<file path="config.mk">
export PLATFORM = sky130hd
export DESIGN_NAME = pixel_compositor
export DESIGN_NICKNAME = d
export VERILOG_FILES = /design/src/rtl/pixel_pkg.sv /design/src/rtl/pixel_compositor_fade_level_ctrl.sv /design/src/rtl/pixel_compositor.sv
export SDC_FILE = /design/constraint.sdc
export NUM_CORES = 1
export LEC_CHECK = 0
export CORE_MARGIN = 2
export CORE_UTILIZATION = 45
export CTS_CLUSTER_DIAMETER = 30
export DETAILED_ROUTE_END_ITERATION = 12
export PLACE_DENSITY = 0.66
export SLEW_MARGIN = 0
export SYNTH_ARGS = -nofsm -noshare
export SYNTH_HDL_FRONTEND = slang
export SYNTH_HIERARCHICAL = 1
export SYNTH_SLANG_ARGS = --single-unit
</file>
<file path="constraint.sdc">
create_clock -name clk -period 6.3 [get_ports clk]
set_clock_uncertainty 0.1 [all_clocks]
set_input_delay 0.63 -clock clk [delete_from_list [all_inputs] [get_ports clk]]
set_output_delay 0.63 -clock clk [all_outputs]
set_load 0.02 [all_outputs]
</file>
<file path="src/rtl/pixel_pkg.sv">
// Shared constants and types for the dino-game VGA pixel path.
package pixel_pkg;

  localparam int CH_W      = 4;
  localparam int LEVEL_MAX = 16;
  localparam int LEVEL_W   = 5;
  localparam int H_VISIBLE = 640;
  localparam int V_VISIBLE = 480;

  typedef struct packed {
    logic [CH_W-1:0] r;
    logic [CH_W-1:0] g;
    logic [CH_W-1:0] b;
  } rgb12;

endpackage

</file>
<file path="src/rtl/pixel_compositor_fade_level_ctrl.sv">
// Frame-synchronous day/night fade level plus optional game-over flash phase.
// Flash logic exists only when PIXEL_COMPOSITOR_FLASH_EN is defined.
module fade_level_ctrl
  import pixel_pkg::*;
#(
  parameter int FADE_STEP    = 1,
  parameter int FLASH_FRAMES = 15
) (
  input  logic               clk,
  input  logic               rst,
  input  logic               frame_tick,
  input  logic               night_req,
  input  logic               game_over,
  output logic [LEVEL_W-1:0] level,
  output logic               fade_busy,
  output logic               flash_phase
);

  localparam logic [LEVEL_W:0] STEP = (LEVEL_W + 1)'(FADE_STEP);
  localparam logic [LEVEL_W:0] MAX  = (LEVEL_W + 1)'(LEVEL_MAX);

  logic [LEVEL_W-1:0] r_level;
  logic               r_fade_busy;
  logic [LEVEL_W-1:0] w_target;
  logic [LEVEL_W-1:0] w_level_nxt;
  logic [LEVEL_W:0]   w_up;

  // NOTE: every always_comb output gets a default first so no path can infer a latch.
  always_comb begin
    w_target    = night_req ? LEVEL_W'(LEVEL_MAX) : '0;
    w_up        = {1'b0, r_level} + STEP;
    w_level_nxt = r_level;
    if (frame_tick) begin
      if (r_level < w_target)
        w_level_nxt = (w_up >= MAX) ? w_target : w_up[LEVEL_W-1:0];
      else if (r_level > w_target)
        w_level_nxt = ({1'b0, r_level} > STEP) ? r_level - STEP[LEVEL_W-1:0] : w_target;
    end
  end

  // NOTE: sequential state uses non-blocking assignments so all registers update together.
  always_ff @(posedge clk) begin
    if (rst) begin
      r_level     <= '0;
      r_fade_busy <= 1'b0;
    end else begin
      r_level     <= w_level_nxt;
      r_fade_busy <= (w_level_nxt != w_target);
    end
  end

  assign level     = r_level;
  assign fade_busy = r_fade_busy;

`ifdef PIXEL_COMPOSITOR_FLASH_EN
  localparam logic [7:0] FLASH_LAST = 8'(FLASH_FRAMES - 1);

  logic [7:0] r_flash_cnt;
  logic       r_flash_phase;

  always_ff @(posedge clk) begin
    if (rst || !game_over) begin
      r_flash_cnt   <= '0;
      r_flash_phase <= 1'b0;
    end else if (frame_tick) begin
      if (r_flash_cnt == FLASH_LAST) begin
        r_flash_cnt   <= '0;
        r_flash_phase <= ~r_flash_phase;
      end else begin
        r_flash_cnt <= r_flash_cnt + 8'd1;
      end
    end
  end

  assign flash_phase = r_flash_phase;
`else
  logic w_unused;
  assign w_unused    = game_over ^ (FLASH_FRAMES == 0);
  assign flash_phase = 1'b0;
`endif

endmodule

</file>
<file path="src/rtl/pixel_compositor.sv">
// Priority layer compositor with day/night blend and 2-stage registered RGB output.
// Optional game-over flash is enabled by defining PIXEL_COMPOSITOR_FLASH_EN.
module pixel_compositor
  import pixel_pkg::*;
#(
  parameter int                    N_LAYERS     = 3,
  parameter logic [4*N_LAYERS-1:0] LAYER_SHADE  = '0,
  parameter logic [CH_W-1:0]       BG_SHADE     = 4'hF,
  parameter int                    FADE_STEP    = 1,
  parameter int                    FLASH_FRAMES = 15
) (
  input  logic                clk,
  input  logic                rst,
  input  logic                valid,
  input  logic [N_LAYERS-1:0] layer_hit,
  input  logic                frame_tick,
  input  logic                night_req,
  input  logic                game_over,
  output logic [CH_W-1:0]     vgaRed,
  output logic [CH_W-1:0]     vgaGreen,
  output logic [CH_W-1:0]     vgaBlue,
  output logic                fade_busy
);

  logic [LEVEL_W-1:0] w_level;
  logic               w_flash;

  fade_level_ctrl #(
    .FADE_STEP    (FADE_STEP),
    .FLASH_FRAMES (FLASH_FRAMES)
  ) u_fade (
    .clk         (clk),
    .rst         (rst),
    .frame_tick  (frame_tick),
    .night_req   (night_req),
    .game_over   (game_over),
    .level       (w_level),
    .fade_busy   (fade_busy),
    .flash_phase (w_flash)
  );

  logic [CH_W-1:0] w_d;
  logic [CH_W-1:0] r_d;
  logic            r_v1;

  // Scan from the lowest priority up so the lowest-index hit lands last.
  always_comb begin
    w_d = BG_SHADE;
    for (int k = N_LAYERS - 1; k >= 0; k--)
      if (layer_hit[k]) w_d = LAYER_SHADE[4*k +: 4];
  end

  always_ff @(posedge clk) begin
    if (rst) begin
      r_v1 <= 1'b0;
      r_d  <= '0;
    end else begin
      r_v1 <= valid;
      r_d  <= w_d;
    end
  end

  logic signed [5:0]  w_t;
  logic signed [10:0] w_p;
  logic signed [10:0] w_s;
  logic [CH_W-1:0]    w_clamp;
  logic [CH_W-1:0]    w_pix;
  rgb12               r_rgb;

  // Blend d toward 15-d: s = d + ((15 - 2d) * level) / 16, floor-rounded.
  assign w_t = 6'sd15 - $signed({1'b0, r_d, 1'b0});
  assign w_p = 11'(w_t) * 11'($signed({1'b0, w_level}));
  assign w_s = $signed({7'b0, r_d}) + (w_p >>> 4);

  always_comb begin
    if (w_s < 11'sd0)       w_clamp = '0;
    else if (w_s > 11'sd15) w_clamp = 4'hF;
    else                    w_clamp = w_s[CH_W-1:0];
    if (!r_v1)              w_pix   = '0;
    else if (w_flash)       w_pix   = ~w_clamp;
    else                    w_pix   = w_clamp;
  end

  always_ff @(posedge clk) begin
    if (rst) r_rgb <= '0;
    else     r_rgb <= '{r: w_pix, g: w_pix, b: w_pix};
  end

  assign vgaRed   = r_rgb.r;
  assign vgaGreen = r_rgb.g;
  assign vgaBlue  = r_rgb.b;

endmodule

</file>
# [Word level (Yosys, flattened, before mapping)]
# Index checks and enable logic that the tools add are counted.
[word_totals] reg_bits=15 latchBits=0 mem_bits_rw=0 rom_bits=0 inputBits=9 out_inout_bits=13 word_cells=28 mem_count=0
[classes] addsub=4 mul=1 n_div=0 order_cmp=6 n_eq_ne=1 shift=0 mux=8 bitwise=1 n_reduce_logical=2
[ops] operator="$mux W5" count=6
[ops] operator="$mul A6 B6 Y11" count=1
[ops] operator="$add A5 B7 Y8" count=1
[ops] operator="$gt A8 B5 Y1 const B" count=1
[ops] operator="$lt A8 B1 Y1 const B" count=1
[ops] operator="$mux W4" count=2
[ops] operator="$add A5 B1 Y6 const B" count=1
[ops] operator="$ge A6 B5 Y1 const B" count=1
[ops] operator="$reduce_or A3 Y1" count=2
[ops] operator="$sub A4 B5 Y6 const A" count=1
[ops] operator="$gt A5 B1 Y1 const B" count=1
[ops] operator="$gt A5 B5 Y1" count=1
[ops] operator="$lt A5 B5 Y1" count=1
[ops] operator="$ne A5 B5 Y1" count=1
[ops] operator="$sub A5 B1 Y5 const B" count=1
[ops] operator="$not A1 Y1" count=1

# [Longest topological paths before layout]
[logic_depth] depth_word=6 mapped_depth=19 depth_no_buf=18

# [Hierarchy]
# The synthesis kept the hierarchy.
[modules_own_cells] mod="pixel_compositor" instances=1 cells_each=169 area_each_um2=1483.9 seq_area_each_um2=120.1
[modules_own_cells] mod="fade_level_ctrl" instances=1 cells_each=72 area_each_um2=591.8 seq_area_each_um2=120.1

# [Worst setup path after synthesis]
# No wires, ideal clock.
[synth_timing] path_kind="register to register" from="reg u_fade.r_level[1], in the netlist u_fade/level[1]" to="reg r_rgb (netlist bit vgaBlue[2])" setup_ns=0.123 t_arrival_ns=4.574 required_ns=6.077 slack_ns=1.503 stages_incl_launch_ff=18 n_path_buf=0 synth_period_minus_slack_ns=4.797 cell_sequence="dfxtp_1 nor2b_1 ha_1 xnor2_1 ha_1 fa_1 ha_1 and2_1 a31o_4 xor2_1 ha_1 inv_1 o21ai_0 a21o_1 or4_4 a21boi_4 a31oi_1 mux2i_1"
[synth_between] elab_chain_len=4 elab_cells_between_ends=6 classes_between="add/sub: 1; mul: 1; order compare: 2; mux: 1; reduce/logical: 1"
[synth_lines] element="from (decl)" line_no="pixel_compositor_fade_level_ctrl.sv:22" source="logic [LEVEL_W-1:0] r_level;"
[synth_lines] element="from (signal assigned)" line_no="pixel_compositor_fade_level_ctrl.sv:47" source="r_level <= w_level_nxt;"
[synth_lines] element="$mul A6 B6 Y11 *" line_no="pixel_compositor.sv:72" source="assign w_p = 11'(w_t) * 11'($signed({1'b0, w_level}));"
[synth_lines] element="$add A5 B7 Y8 *" line_no="pixel_compositor.sv:73" source="assign w_s = $signed({7'b0, r_d}) + (w_p >>> 4);"
[synth_lines] element="$lt A8 B1 Y1 or $gt A8 B5 Y1 (tied branches)" line_no="pixel_compositor.sv:76, pixel_compositor.sv:77"
[synth_lines] element="$reduce_or A3 Y1 (no source line) or $mux W4 (tied branches)"
[synth_lines] element="to (signal assigned)" line_no="pixel_compositor.sv:86" source="else r_rgb <= '{r: w_pix, g: w_pix, b: w_pix};"
[synth_lines] element="to (decl)" line_no="pixel_compositor.sv:68" source="rgb12 r_rgb;"
# Mark *: on every way between the ends. The rest lies on a longest branch, timed or not.
# A chain may end at the register's enable or synchronous reset.

# [Worst setup path after layout]
[layout_timing] from="reg u_fade.r_level[1], in the netlist u_fade/level[1]" to="reg r_rgb (netlist bit vgaBlue[1])"
# The elaborated chain is that of the path after synthesis.

==> flow_summary.toml <==
[timing]
rsz0062_at_grt = "false"
setup_viol = 0
min_period_ps = 5220
fin_crit_sh_pct = 82.8
slew_violations = 0
layout_setup_ws_ps = 1080
finalHoldWorstSlack_ps = 544
finalSetupTns_ps = 0
slew_headroom_pct = 55.2
tightest_slew_ps = 664
finalHoldViolations = 0
fmax_ghz = 0.192

[die]
initial_core_util_pct = 47.3
die_h_um = 71.9
dieArea_mm2 = 0.00517
rows = 24
ios = 22
core_area_mm2 = 0.00438
die_w_um = 71.9

[cts]
cts-root-buf = "clkbuf_8"
htree_num_levels = 1
cts.repair.resized = 0
clock_latency_ps = 240
cts_buffers = 3
post_cts_buffers = 0
cts_tree = "done"
hold_buffers = 0
path_clk_slew_ps = 50
clkSinkCount = 12
clk_path_buf_depth = 2

[synthesis]
ys_warn_count = 6
syn-num-nets = 290
ys_seq_elements = 12
synth-edff-count = 0
synthArstFlopShare_pct = 0
synth_cell_types = 57
yosys.area.top_type = "ha_1"
yosys_most_used_dff = "dfxtp_1"
synth-seq-area-share_pct = 11.6
yosysTopAreaCellShare_pct = 17.5
avgSynthCellArea_um2 = 8.61
netlist_area_mm2 = 0.00208
synth.top_cells.by_area = "ha_1 17%, dfxtp_1 12%, fa_1 11%"
yosysMostFrequentCell = "ha_1"
synth_common_cells = "29 x ha_1, 21 x inv_1, 12 x dfxtp_1, 11 x fa_1, 11 x nand2_1"
syn_inst = 241

[worst_setup_path]
path_class = "flop to flop"
worstPathRequired_ps = 6370
cp_common_cell = "ha_1"
path_delay_family = "adder cells"
crit_buf_inv = 1
arrival_ps = 5290
crit_chain = "nor2b_1, ha_1, xnor2_1, ha_1, fa_1, ha_1, and2_1, a31o_4, xor2_1, ha_1, inv_1, o21ai_0, a21o_1, nor4b_2, a22oi_1, a31oi_1, mux2i_1"
cp-end-kind = "flop"
cp_max_fo = 11
start_kind = "flop"
max_stage_delay_ps = 540
slowest_stage = "dfxtp_1"

[routing]
firstDrtPassIters = 5
drtIter0Drc = 42
wirelength_um = 3800
ant_nets = 0
vias = 1699
post_drt_wl_per_cell_um = 12.6
viasPerCell = 5.63
drcViolationCount = 0

[global_routing]
grt-ovfl-total = 0
grt_pass1_wl_um = 6950
grt_max_degree = 20
antenna_found_initial = 0
grt_pass1_vias = 1634
track_usage_pct = 16.1

[placed_design]
place_congestion = 0.822
dp_slack_ps = 1070
dpl.hpwl_um = 3160
io_buffer_count = 20

[pwr]
ir_worst_vdd_v = 0.0000881
p_leak_nw = 1.12
p_per_area_mw_per_mm2 = 135

[min_path]
hold_path_class = "flop to flop"

[finish]
areaGrowthSynthToFinish_pct = 10.7
final_layout_size_suffix_gt1_share_pct = 7.60
diodes = 0
fin_util_pct = 52.4
finalNetCount = 300

[flow_run]
max-cap-violations = 0

[status]
status = "finished clean"
[through the flow]
step	instances	power [W]	instance area (um^2)
6_report	302	0.000310	2300
2_1_floorplan	241	0.000198	2080
3_3_place_gp	298	0.000230	2240
5_1_grt	302	0.000338	2300
3_5_place_dp	298	0.000231	2240
4_1_cts	302	0.000313	2300
[cells in the final DEF, fill, tap and decap left out, types with 6 or more instances in the layout]
| cell type | count |
|---|---|
| ha_1 | 29 |
| inv_1 | 21 |
| clkdlybuf4s50_1 | 20 |
| dfxtp_1 | 12 |
| nand2_1 | 11 |
| fa_1 | 11 |
| and2_1 | 10 |
| nor2_1 | 10 |
| a21oi_1 | 9 |
| o21ai_0 | 9 |
| xnor2_1 | 9 |
| nor2b_1 | 7 |
| a21o_1 | 7 |
| a31oi_1 | 6 |
[kinds of logic (layout without fill, tap and decap cells)]
logic type / count (synthesis) / in the layout / synth area share [%]
and+or+nand+nor: 71 / 71 / 20.3
AOI/OAI and AO/OA: 62 / 62 / 23.0
adders and majority gates: 40 / 40 / 28.1
buffers and inverters: 36 / 45 / 8.56
xor gates and xnor gates: 14 / 14 / 5.91
DFF: 12 / 12 / 11.6
muxes: 5 / 5 / 2.41
other: 1 / 1 / 0.181
[layout make-up]
cell class | instances | area, um^2
inverter | 21 | 78.8
sequential | 12 | 240
fill | 434 | 2090
timing repair buffer | 20 | 200
tap | 52 | 65.1
clock buffer | 4 | 55.1
multi-input combinational | 193 | 1660
[worst reg2reg max path, delay by kind of cell, from the launching register on]
kind	cells	cell delay, ps
XOR/XNOR	2	280
buffers and inverters	1	50
flip-flops	1	540
AO/OA/AOI/OAI	5	1050
multiplexers	1	200
adder cells (fa/ha/maj)	5	1850
AND/OR/NAND/NOR	3	1070
[final timing paths]
kind	startpoint	to	slack, ps	cells past startpoint
worst min register to register	r_v1	vgaBlue[0]	540	2
worst max-delay path	u_fade/level[1]	vgaBlue[1]	1080	17
worst min-delay path	r_v1	vgaBlue[0]	540	2
worst max register to register	u_fade/level[1]	vgaBlue[1]	1080	17
[where the power goes]
group / switching [W] / total, W / internal [W]
sequential: 0.0000119 / 0.0000937 / 0.0000819
combinational: 0.0000714 / 0.000135 / 0.0000637
clock: 0.0000264 / 0.0000814 / 0.0000550
[registers in the layout (all words and copies together), names as in the netlist]
name / cells
vgaBlue: 4
r_v1: 1
u_fade/fade_busy: 1
r_d: 1
u_fade/level: 5
[routing by layer]
layer  routed length (um)  up-vias  global-route usage, %
met5                    0        -                      0
met4                   18        0                   1.89
met3                  128        2                   2.50
met1                 1850      779                   21.8
met2                 1800       37                   28.1
li1                     -      881                      -
Note: power is estimated with default switching activity, not from simulation.
